==> src/rtl/pipeline_ctrl_seq.sv <==
// Pipeline stall/flush/freeze sequencer: turns raw hazard flags into per-stage
// write enables and flushes, and keeps saturating stall/flush statistics.
//
// state | meaning
// RUN   | normal issue; load-use bubble handled in place when LU_STALL=1
// STALL | extra load-use bubble cycles, cnt_rem_q counts them down
// FLUSH | extra fetch-kill cycles after a taken branch, cnt_rem_q counts them down
// MWAIT | whole pipe frozen on data memory; ret_state_q remembers where to resume
module pipeline_ctrl_seq #(
    parameter int LU_STALL    = 1,
    parameter int FLUSH_EXTRA = 0,
    parameter int CNT_W       = 16
) (
    input  logic             clk,
    input  logic             rst,
    input  logic             ld_use_hz,
    input  logic             br_taken,
    input  logic             mem_busy,
    input  logic             clr_cnt,
    output logic             pc_we,
    output logic             if_id_we,
    output logic             if_id_flush,
    output logic             id_ex_flush,
    output logic             ex_mem_we,
    output logic             mem_wb_we,
    output logic [1:0]       state_o,
    output logic [CNT_W-1:0] stall_cnt,
    output logic [CNT_W-1:0] flush_cnt
);

    typedef enum logic [1:0] {
        RUN   = 2'd0,
        STALL = 2'd1,
        FLUSH = 2'd2,
        MWAIT = 2'd3
    } state_t;

    state_t     state_q, state_d;
    state_t     ret_state_q, ret_state_d;
    state_t     eff_state;
    logic [1:0] cnt_rem_q, cnt_rem_d;
    logic [CNT_W-1:0] stall_cnt_q, stall_cnt_d;
    logic [CNT_W-1:0] flush_cnt_q, flush_cnt_d;
    logic       br_accept;

    always_ff @(posedge clk or posedge rst) begin
        if (rst) begin
            state_q     <= RUN;
            ret_state_q <= RUN;
            cnt_rem_q   <= 2'd0;
            stall_cnt_q <= '0;
            flush_cnt_q <= '0;
        end else begin
            state_q     <= state_d;
            ret_state_q <= ret_state_d;
            cnt_rem_q   <= cnt_rem_d;
            stall_cnt_q <= stall_cnt_d;
            flush_cnt_q <= flush_cnt_d;
        end
    end

    // Leaving MWAIT behaves exactly like the remembered state in the same cycle.
    assign eff_state = (state_q == MWAIT) ? ret_state_q : state_q;

    always_comb begin
        state_d     = state_q;
        ret_state_d = ret_state_q;
        cnt_rem_d   = cnt_rem_q;
        br_accept   = 1'b0;
        pc_we       = 1'b1;
        if_id_we    = 1'b1;
        if_id_flush = 1'b0;
        id_ex_flush = 1'b0;
        ex_mem_we   = 1'b1;
        mem_wb_we   = 1'b1;

        if (mem_busy) begin
            pc_we     = 1'b0;
            if_id_we  = 1'b0;
            ex_mem_we = 1'b0;
            mem_wb_we = 1'b0;
            if (state_q != MWAIT) begin
                ret_state_d = state_q;
                state_d     = MWAIT;
            end
        end else if (br_taken) begin
            br_accept   = 1'b1;
            if_id_flush = 1'b1;
            id_ex_flush = 1'b1;
            if (FLUSH_EXTRA == 0) begin
                state_d = RUN;
            end else begin
                state_d   = FLUSH;
                cnt_rem_d = 2'(FLUSH_EXTRA);
            end
        end else begin
            case (eff_state)
                RUN: begin
                    state_d = RUN;
                    if (ld_use_hz) begin
                        pc_we       = 1'b0;
                        if_id_we    = 1'b0;
                        id_ex_flush = 1'b1;
                        if (LU_STALL > 1) begin
                            state_d   = STALL;
                            cnt_rem_d = 2'(LU_STALL - 1);
                        end
                    end
                end
                STALL: begin
                    pc_we       = 1'b0;
                    if_id_we    = 1'b0;
                    id_ex_flush = 1'b1;
                    cnt_rem_d   = cnt_rem_q - 2'd1;
                    state_d     = (cnt_rem_q == 2'd1) ? RUN : STALL;
                end
                FLUSH: begin
                    if_id_flush = 1'b1;
                    cnt_rem_d   = cnt_rem_q - 2'd1;
                    state_d     = (cnt_rem_q == 2'd1) ? RUN : FLUSH;
                end
                default: begin
                    state_d = RUN;
                end
            endcase
        end

        if (rst) begin
            pc_we       = 1'b0;
            if_id_we    = 1'b0;
            if_id_flush = 1'b1;
            id_ex_flush = 1'b1;
            ex_mem_we   = 1'b0;
            mem_wb_we   = 1'b0;
        end
    end

    // Clear wins over increment; increments stick at all-ones.
    always_comb begin
        stall_cnt_d = stall_cnt_q;
        flush_cnt_d = flush_cnt_q;
        if (clr_cnt) begin
            stall_cnt_d = '0;
            flush_cnt_d = '0;
        end else begin
            if (!pc_we && !(&stall_cnt_q)) stall_cnt_d = stall_cnt_q + 1'b1;
            if (br_accept && !(&flush_cnt_q)) flush_cnt_d = flush_cnt_q + 1'b1;
        end
    end

    assign state_o   = state_q;
    assign stall_cnt = stall_cnt_q;
    assign flush_cnt = flush_cnt_q;

endmodule

==> config.mk <==
export PLATFORM = sky130hd
export DESIGN_NAME = pipeline_ctrl_seq
export DESIGN_NICKNAME = d
export VERILOG_FILES = /design/src/rtl/pipeline_ctrl_seq.sv
export SDC_FILE = /design/constraint.sdc
export NUM_CORES = 1
export LEC_CHECK = 0
export BUFFER_PORTS_ARGS = -buffer_cell sky130_fd_sc_hd__buf_2
export CAP_MARGIN = 20
export CORE_ASPECT_RATIO = 0.7
export CORE_MARGIN = 4
export CORE_UTILIZATION = 50
export DETAILED_ROUTE_END_ITERATION = 16
export PLACE_DENSITY = 0.74
export RECOVER_POWER = 50
export SLEW_MARGIN = 20
export SYNTH_ARGS = -nofsm -noshare
export SYNTH_HDL_FRONTEND = slang
export SYNTH_SLANG_ARGS = --single-unit
==> constraint.sdc <==
create_clock -name clk -period 2.5 [get_ports clk]
set_input_delay 0.125 -clock clk [delete_from_list [all_inputs] [get_ports clk]]
set_output_delay 0.125 -clock clk [all_outputs]
set_load 0.01 [all_outputs]
==> summary.txt, run 1 <==
Synthesis
  • Most numerous cell in the Yosys netlist: dfrtp_1
  • Yosys top cell by area: dfrtp_1
  • Most frequent cells after synthesis: 38 x dfrtp_1, 24 x a21oi_1, 16 x nor2_1, 16 x o21ai_0
  • Post-Syn Instances: about 250
  • Syn_nets: roughly 260
  • Yosys reg bits: 38
  • Main flop type after synthesis: dfrtp_1
  • EDFF count, synth: 0
  • Yosys cell types: 39
  • Post-synth ARST share: 1.000
  • Synth warn: 0
  • Synth Area per Inst: 9.099 µm²
  • Synth top area share: 0.4248
  • Top post-synthesis cells by area: dfrtp_1 42%, a21oi_1 5.4%, or4_1 4.0%
  • Synthesized area: between 0.002 and 0.0025 mm²
  • Sequential share of the synthesized area: 0.4248

Placement
  • PortBufs: 45
  • Place WS: roughly 0.033 ns
  • Final GP Congestion: between 0.8 and 0.9
  • Cell Area, Placed: roughly 0.0025 mm²
  • Hpwl dp: 3.807 mm

Drt
  • Pre-antenna DRT Iters: 4
  • DR iter-0 viols: approximately 160
  • DRT Wirelength: between 5 and 6 mm
  • DRC Markers: 0
  • Detail Route Antenna Nets: 0
  • Vias/cell: about 6
  • WL/cell: 15.67 µm
  • Vias: about 2.1k

Setup path
  • Critical-path maximum fanout: 12
  • Setup Crit Path Kind: reg -> reg
  • Critical Path Slowest Stage Cell: or4_1
  • Crit-path max cell delay: about 0.5 ns
  • Worst Path Arrival: around 2.6 ns
  • Crit-path cells: inv_1 > o21a_1 > inv_1 > ha_1 > mux2i_1 > o21ai_2 > inv_1 > buf_4 > or4_1 > a21oi_1
  • Critical path's most frequent cell: inv_1
  • Critical Path RT: 2.72 ns
  • Crit path capture type: register
  • Crit start category: register

Clocking
  • Htree depth: 2
  • CTS buffer count: 5
  • CTS tree: yes
  • Post-CTS Setup Bufs: 0
  • Root cell of the clock tree: clkbuf_8
  • Clk Latency, worst-skew pair: about 0.30 ns
  • Clock sinks: 38
  • Clock-pin slew on the worst setup and hold paths: about 0.08 ns
  • Clk buf depth: 2

Global route
  • Global-route wire length before repair: between 9 and 10 mm
  • GRT Util Overall: 0.2114
  • Antenna violations before repair: 0
  • Largest net degree at the start of global routing: 39
  • Global route overflow: 0
  • Vias in the first global route: approximately 1.9k

Timing
  • Final TNS setup: 0 ns
  • Achievable Freq: around 0.43 GHz
  • Setup ws final: about 0.16 ns
  • Final clock skew: 0.002190 ns
  • Unrepaired setup endpoints after global routing: no
  • Slew @ Worst Pin: just under 0.9 ns
  • Final Hold Violating Endpoints: 0
  • Slew Limit Fails: 0
  • Final period utilization: 0.9375
  • Final hold slack: ~0.16 ns
  • Slew headroom: 0.4049
  • Setup violators final: 0
  • Tmin final: between 2 and 2.5 ns

Floorplan
  • Core area: 0.004329 mm²
  • Initial Util: 0.5171
  • Die X-Extent: slightly below 90 µm
  • Full die area: between 0.005 and 0.006 mm²
  • Num rows: 20
  • Die Y: 63.98 µm
  • I/O Pins: between 40 and 50

Run
  • Max-capacitance violation count: 0

Power
  • PwrDens: between 500 and 600 mW/mm²
  • Leakage: between 1 and 1.5 nW
  • Maximum VDD drop: around 0.00035 V
  • Pwr Total: 1.299 mW

Layout
  • Final nets: approximately 300
  • Area delta synth->final: 15.48%
  • Design area: around 0.0026 mm²
  • Fraction of layout cells with a size suffix above 1: 0.1502
  • Diodes inserted: 0

Outcome
  • Outcome: complete, no violations

Min path
  • Hold crit path type: in -> reg
-- area by class of cell --
cell class,instances,area [µm²]
clock buffers,7,86.33
clock inverters,1,5.005
fillers,399,1744
inverters,9,33.78
multi-input cells,186,1196
flip-flops and latches,38,950.9
well taps,55,68.82
repair buffers,52,244.0
-- final timing paths --
check,end,slack (ns),startpoint,depth (start not counted)
max,stall_cnt[3]$_DFFE_PP0P_,0.16,state_o[1]$_DFFE_PP0P_,10
min,state_o[0]$_DFFE_PP0P_,0.16,mem_busy,2
max reg2reg,stall_cnt[3]$_DFFE_PP0P_,0.16,state_o[1]$_DFFE_PP0P_,10
min reg2reg,cnt_rem_q[0]$_DFFE_PP0P_,0.48,cnt_rem_q[0]$_DFFE_PP0P_,1
max in group asynchronous,flush_cnt[3]$_DFFE_PP0P_,1.16,rst,4
min in group asynchronous,ret_state_q[0]$_DFFE_PP0P_,0.26,rst,3
-- stage by stage --
stage / std cells / util
after CTS: 348 / 0.6046
after floorplan: 246 / -
after global placement: 339 / 0.5812
after global routing: 348 / 0.5971
after detailed placement: 339 / 0.5812
final: 348 / 0.5971
-- critical path: cells and delay by family (launching register included) --
kind / cells / cell delay (ns)
buffers and inverters: 4 / 0.54
and+or+nand+nor: 1 / 0.50
AOI/OAI and AO/OA: 3 / 0.43
DFF: 1 / 0.42
adders and majority gates: 1 / 0.23
muxes: 1 / 0.14
-- power by group --
part | switching [mW] | internal (mW)
sequential | 0.0235 | 0.645
clock | 0.227 | 0.223
combinational | 0.113 | 0.0672
total | 0.363 | 0.935
-- logic make-up after synthesis --
group,synth area share
buffers and inverters,0.04527
adders and majority gates,0.03354
DFF,0.4248
AOI/OAI and AO/OA,0.1621
xor gates and xnor gates,0.003914
muxes,0.03410
and+or+nand+nor,0.2963
-- layout by cell type, fill, tap and decap left out, types with 2 or more instances in the layout --
cell / Yosys / layout
nor2b_1: 8 / 8
nor4_1: 5 / 4
a21o_1: 2 / 2
buf_4: 3 / 5
o21a_1: 2 / 2
and4_1: 5 / 5
mux2i_1: 2 / 2
nor3_1: 3 / 3
nor2_1: 16 / 16
clkbuf_1: 9 / 28
or3_1: 10 / 10
nand4_1: 13 / 13
or4_1: 12 / 12
inv_1: 9 / 9
o21ai_2: 1 / 2
and2_1: 2 / 2
nand3_1: 9 / 9
nand2_1: 13 / 13
a311oi_1: 2 / 2
o31ai_1: 10 / 10
a21oi_1: 24 / 24
o21ai_0: 16 / 15
dfrtp_1: 38 / 38
ha_1: 6 / 6
buf_2: 0 / 18
and3_1: 7 / 7
nor4_2: 1 / 2
mux2_2: 5 / 5
nand2b_1: 2 / 2
clkbuf_8: 0 / 6
-- state kept, by name, summed over array words and instances, names as in the netlist --
register,flops
flush_cnt,16
stall_cnt,16
cnt_rem_q,2
ret_state_q,2
state_o,2
-- timing repair --
action                                  CTS  global route
endpoints found under the setup margin    0            11
hold buffers                              1             0
gates resized for setup                   0             2
endpoints found under the hold margin     2             0
-- metal layers --
metal	vias up	routed length, µm	track usage
li1	1025	-	-
met1	984	2686	0.3325
met2	62	2293	0.2791
met3	8	396	0.04639
met4	0	75	0.07663
met5	-	0	0
Note: power is estimated with default switching activity, not from simulation.
==> run 2, diff against run 1 <==
--- a/config.mk
+++ b/config.mk
@@ -13,6 +13,7 @@
 export DETAILED_ROUTE_END_ITERATION = 16
 export PLACE_DENSITY = 0.74
 export RECOVER_POWER = 50
+export SETUP_SLACK_MARGIN = 0.3
 export SLEW_MARGIN = 20
 export SYNTH_ARGS = -nofsm -noshare
 export SYNTH_HDL_FRONTEND = slang
==> run 2 against run 1 <==
Hold slack better by 0.0052 ns. Critical path type unchanged. Final cell count up 3.2%. Via count up 5.7%.
==> summary.txt, run 2 (synthesis results as in run 1) <==
Timing
  • Achievable Freq: approximately 0.42 GHz
  • Final clock skew: roughly 0.0033 ns
  • Tmin final: around 2.4 ns
  • Final period utilization: 0.9498
  • Slew headroom: 0.5270
  • Slew Limit Fails: 0
  • Setup violators final: 0
  • Final hold slack: 0.1627 ns
  • Unrepaired setup endpoints after global routing: yes
  • Slew @ Worst Pin: about 0.71 ns
  • Final TNS setup: 0 ns
  • Final Hold Violating Endpoints: 0

Min path
  • Hold depth: 2
  • Hold crit path type: in -> reg

Setup path
  • CP bufs+invs: 4
  • Critical Path Slowest Stage Cell: dfrtp_1
  • Setup Crit Path Kind: reg -> reg
  • CP top delay family: buffers and inverters
  • R2R depth: 10
  • Critical-path maximum fanout: 6
  • Crit-path cells: clkbuf_1 > o21ai_4 > ha_4 > mux2i_2 > o21ai_2 > buf_6 > clkinvlp_4 > buf_4 > nor4_4 > mux2_4
  • Worst Path Arrival: 2.56 ns
  • Crit start category: register
  • Crit path capture type: register
  • Critical Path RT: between 2 and 3 ns
  • Crit-path max cell delay: between 0.3 and 0.4 ns
  • WP depth: 10

Clocking
  • Clock-pin slew on the worst setup and hold paths: ~0.080 ns
  • Clk buf depth: 2
  • Clk Latency, worst-skew pair: 0.29 ns
  • CTS tree: yes
  • CTS buffer count: 5
  • Root cell of the clock tree: clkbuf_8
  • Clock sinks: 38
  • Htree depth: 2

Drt
  • Detail Route Antenna Nets: 0
  • Vias/cell: 6.120
  • DRC Markers: 0
  • WL/cell: around 17 µm
  • Pre-antenna DRT Iters: 4
  • Vias: about 2.2k
  • DR iter-0 viols: about 170
  • DRT Wirelength: around 6.1 mm

Layout
  • Final core occ: 0.6474
  • Fraction of layout cells with a size suffix above 1: 0.1941
  • Final nets: 315
  • Filler cell count in the final layout: 378
  • Diodes inserted: 0
  • Finished Layout Cells: approximately 360
  • Leading cell type in the layout, fill and taps excluded: dfrtp_1
  • Area delta synth->final: 25.21%
  • Commonest cells after routing, fill and taps aside: 38 x dfrtp_1, 36 x clkbuf_1, 24 x a21oi_1, 16 x nor2_1, 15 x o21ai_0

Power
  • Pwr Total: approximately 1.4 mW
  • Clk pwr share: 0.331
  • Seq pwr share: 0.495
  • P_int: about 970 µW
  • Switching share of power: 0.2861
  • Leakage: 1.117 nW
  • Logic pwr share: 0.174
  • Maximum VDD drop: around 0.00034 V
  • PwrDens: approximately 480 mW/mm²
  • Sw Pwr: between 300 and 400 µW

Global route
  • Global route overflow: 0
  • Grt met1 use: 0.3431
  • Most crowded layer after global routing: met1
  • Antenna violations before repair: 0
  • Met2 usage: 0.3111
  • GRT Util Overall: 0.2226
  • Vias in the first global route: about 1.9k
  • Global-route wire length before repair: around 9.8 mm
  • Grt met3 use: 0.04639
  • Largest net degree at the start of global routing: 39

Placement
  • Hpwl dp: 3.850 mm
  • PortBufs: 45
  • Placed insts: 337
  • Final GP Congestion: a little under 0.8

Outcome
  • Outcome: complete, no violations

Floorplan
  • Full die area: 0.005628 mm²
  • Num rows: 20
  • I/O Pins: 46
  • Initial Util: 0.5171
  • Core area: 0.004329 mm²
  • Die X-Extent: between 80 and 90 µm
  • Die Y: around 64 µm

Run
  • Max-capacitance violation count: 0
[run 2: cell types whose count changed in the layout (fill, tap and decap cells not counted), moves of 2 or more]
cell        previous run  this run
mux2_4                 0         5
ha_4                   0         2
clkbuf_1              28        36
clkinvlp_4             0         3
inv_1                  9         6
mux2_2                 5         0
buf_6                  0         3
ha_1                   6         4
inv_2                  0         2
nor4_1                 4         1
buf_2                 18        11
buf_4                  5         9
nor4_4                 0         4
[run 2: worst paths after layout]
path / slack [ns] / to / from
setup / recovery: 0.13 / stall_cnt[10]$_DFFE_PP0P_ / state_o[1]$_DFFE_PP0P_
hold / removal: 0.16 / state_o[0]$_DFFE_PP0P_ / mem_busy
setup reg to reg: 0.13 / stall_cnt[10]$_DFFE_PP0P_ / state_o[1]$_DFFE_PP0P_
hold reg to reg: 0.48 / cnt_rem_q[0]$_DFFE_PP0P_ / cnt_rem_q[0]$_DFFE_PP0P_
max in group asynchronous: 1.03 / stall_cnt[14]$_DFFE_PP0P_ / rst
min in group asynchronous: 0.40 / state_o[0]$_DFFE_PP0P_ / rst
[run 2: metrics by stage]
stage,setup slack [ns],area [µm²]
finish,0.1256,2803
global placement,0.2811,2501
floorplan,0.2708,2240
detailed placement,0.1606,2501
CTS,0.2764,2760
global route,0.05868,2803
[run 2: power groups by stage]
stage	combinational, mW	sequential, mW	clock, mW
2_1_floorplan	0.124	0.680	0
3_3_place_gp	0.171	0.678	0
3_5_place_dp	0.174	0.681	0
4_1_cts	0.215	0.670	0.452
5_1_grt	0.263	0.674	0.482
6_report	0.236	0.671	0.449
[run 2: per-layer routing]
layer / up-vias / share of wire
met1: 1089 / 0.50
met4: 0 / 0.010
met2: 63 / 0.43
met3: 7 / 0.057
met5: - / 0
li1: 1038 / -
[run 2: repair_timing]
item,CTS,global route
hold endpoints to repair,11,0
setup buffers,6,5
hold buffers,1,0
gates resized for setup,17,14
setup endpoints to repair,12,14
pin swaps,9,7
gates cloned,2,0
[run 2: layout make-up]
class | instances | area (µm²) | area share
Multi-Input combinational cell | 186 | 1329 | 0.4741
Sequential cell | 38 | 950.9 | 0.3393
Timing Repair Buffer | 61 | 310.3 | 0.1107
Clock buffer | 7 | 86.33 | 0.03080
Tap cell | 55 | 68.82 | 0.02455
Inverter | 9 | 37.54 | 0.01339
Timing Repair inverter | 2 | 15.01 | 0.005357
Clock inverter | 1 | 5.005 | 0.001786
==> run 3, diff against run 2 <==
--- a/config.mk
+++ b/config.mk
@@ -9,9 +9,10 @@
 export CAP_MARGIN = 20
 export CORE_ASPECT_RATIO = 0.7
 export CORE_MARGIN = 4
-export CORE_UTILIZATION = 50
+export CORE_UTILIZATION = 45
+export CTS_CLUSTER_DIAMETER = 50
 export DETAILED_ROUTE_END_ITERATION = 16
-export PLACE_DENSITY = 0.74
+export PLACE_DENSITY = 0.68
 export RECOVER_POWER = 50
 export SETUP_SLACK_MARGIN = 0.3
 export SLEW_MARGIN = 20
==> run 3 against run 2 <==
Hold slack improved by 0.0052 ns. Critical path depth shrank 1. Largest cell class unchanged. Highest routed layer unchanged. Critical endpoint is now stall_cnt[7]$_DFFE_PP0P_. First-iteration DRC count down 49%.
==> summary.txt, run 3 (synthesis results as in run 1) <==
Layout
  • Commonest cells after routing, fill and taps aside: 38 x dfrtp_1, 38 x clkbuf_1, 19 x a21oi_1, 16 x nor2_1, 15 x o21ai_0
  • Finished Layout Cells: between 300 and 400
  • Filler cell count in the final layout: about 460
  • Fraction of layout cells with a size suffix above 1: 0.1973
  • Area delta synth->final: 24.15%
  • Diodes inserted: 0
  • Final nets: between 300 and 400

Min path
  • Hold depth: 2
  • Beginning of the worst hold path: mem_busy
  • Hold crit path type: in -> reg
  • Hold Crit Endpoint: state_o[0]$_DFFE_PP0P_

Floorplan
  • Die Y: about 67 µm
  • Core area: between 0.004 and 0.005 mm²
  • I/O Pins: 46
  • Full die area: between 0.006 and 0.007 mm²
  • Initial Util: 0.4681
  • Num rows: 21
  • Die X-Extent: a little over 90 µm

Drt
  • DR iter-0 viols: 85
  • Pre-antenna DRT Iters: 4
  • Detail Route Antenna Nets: 0
  • WL/cell: ~16 µm
  • DRC Markers: 0
  • Vias: approximately 2.2k
  • DRT Wirelength: around 6 mm
  • Vias/cell: 5.845

Run
  • Max-capacitance violation count: 0

Clocking
  • Clk Latency, worst-skew pair: 0.29 ns
  • Htree depth: 2
  • Root cell of the clock tree: clkbuf_8
  • Clk buf depth: 2
  • CTS buffer count: 5
  • Clock sinks: 38
  • Clock-pin slew on the worst setup and hold paths: 0.08 ns
  • CTS tree: yes

Setup path
  • Setup Crit Path Kind: reg -> reg
  • Critical-path maximum fanout: 6
  • Critical Path RT: ~2.7 ns
  • Worst Path Arrival: between 2 and 2.5 ns
  • Crit start category: register
  • Crit path capture type: register
  • R2R depth: 9
  • FF-to-FF Start: state_o[1]$_DFFE_PP0P_
  • Worst R2R End: stall_cnt[7]$_DFFE_PP0P_
  • R2r setup slk: 0.24 ns

Timing
  • Slew Limit Fails: 0
  • Setup violators final: 0
  • Tmin final: between 2 and 2.5 ns
  • Final hold slack: 0.1679 ns
  • Final period utilization: 0.9044
  • Unrepaired setup endpoints after global routing: yes
  • Slew @ Worst Pin: roughly 0.75 ns
  • Slew headroom: 0.4972
  • Achievable Freq: between 0.4 and 0.5 GHz
  • Final Hold Violating Endpoints: 0
  • Final TNS setup: 0 ns
  • Final clock skew: about 0.0034 ns

Power
  • Leakage: roughly 1.1 nW
  • Maximum VDD drop: between 0.0003 and 0.0004 V
  • Pwr Total: approximately 1.3 mW
  • PwrDens: 478.5 mW/mm²

Outcome
  • Outcome: complete, no violations

Global route
  • Grt met3 use: 0.04966
  • Global route overflow: 0
  • Grt met1 use: 0.2913
  • Antenna violations before repair: 0
  • Most crowded layer after global routing: met1
  • GRT Util Overall: 0.1933
  • Global-route wire length before repair: between 9 and 10 mm
  • Met2 usage: 0.2691
  • Vias in the first global route: a little under 2k
  • Largest net degree at the start of global routing: 39

Placement
  • Final GP Congestion: roughly 0.83
  • Placed insts: about 350
  • PortBufs: 45
  • Hpwl dp: 3.835 mm
[run 3: power breakdown]
group          switching, mW  internal [mW]
clock network          0.226          0.222
logic                  0.129         0.0835
registers             0.0237          0.645
[run 3: worst max-delay path by stage]
| stage | from | to | cells after the start |
|---|---|---|---|
| 2_1_floorplan | state_o[1]$_DFFE_PP0P_ | stall_cnt[14]$_DFFE_PP0P_ | 10 |
| 3_3_place_gp | state_o[0]$_DFFE_PP0P_ | stall_cnt[14]$_DFFE_PP0P_ | 8 |
| 3_5_place_dp | state_o[0]$_DFFE_PP0P_ | stall_cnt[14]$_DFFE_PP0P_ | 8 |
| 4_1_cts | state_o[1]$_DFFE_PP0P_ | stall_cnt[14]$_DFFE_PP0P_ | 10 |
| 5_1_grt | state_o[1]$_DFFE_PP0P_ | stall_cnt[7]$_DFFE_PP0P_ | 9 |
| 6_report | state_o[1]$_DFFE_PP0P_ | stall_cnt[7]$_DFFE_PP0P_ | 9 |
[run 3: layer usage]
metal / wire, µm / vias up / share of wire
li1: - / 1031 / -
met1: 3010 / 1068 / 0.51
met2: 2539 / 48 / 0.43
met3: 279 / 4 / 0.048
met4: 34 / 0 / 0.0058
met5: 0 / - / 0
[run 3: worst max-delay path: stages (launching register included)]
cell,delay [ns]
dfrtp_1,0.35
clkbuf_1,0.20
o21ai_4,0.13
ha_4,0.18
mux2i_1,0.12
o21ai_2,0.15
buf_4,0.14
clkinvlp_4,0.21
nor4_4,0.34
mux2_4,0.32
[run 3: area by class of cell]
type / instances / area, µm² / share of cell area
flip-flops and latches: 38 / 950.9 / 0.3422
inverters: 9 / 37.54 / 0.01351
repair inverters: 2 / 15.01 / 0.005403
clock inverters: 2 / 12.51 / 0.004502
multi-input cells: 186 / 1333 / 0.4795
repair buffers: 56 / 261.5 / 0.09410
well taps: 69 / 86.33 / 0.03107
clock buffers: 6 / 82.58 / 0.02972
[run 3: timing repair]
item / 4_1_cts / 5_1_grt
endpoints found under the setup margin: 12 / 14
hold buffers: 1 / 0
cloned: 2 / 0
pin swaps: 3 / 17
setup buffers: 3 / 3
endpoints found under the hold margin: 9 / 0
resized for setup: 5 / 26
[run 3: stage by stage]
| stage | cell area (µm²) | util | setup WS, ns |
|---|---|---|---|
| 6_report | 2779 | 0.5811 | 0.2390 |
| 3_3_place_gp | 2519 | 0.5267 | 0.2908 |
| 5_1_grt | 2779 | 0.5811 | 0.1053 |
| 4_1_cts | 2675 | 0.5594 | 0.2002 |
| 2_1_floorplan | 2240 | - | 0.2708 |
| 3_5_place_dp | 2519 | 0.5267 | 0.1255 |
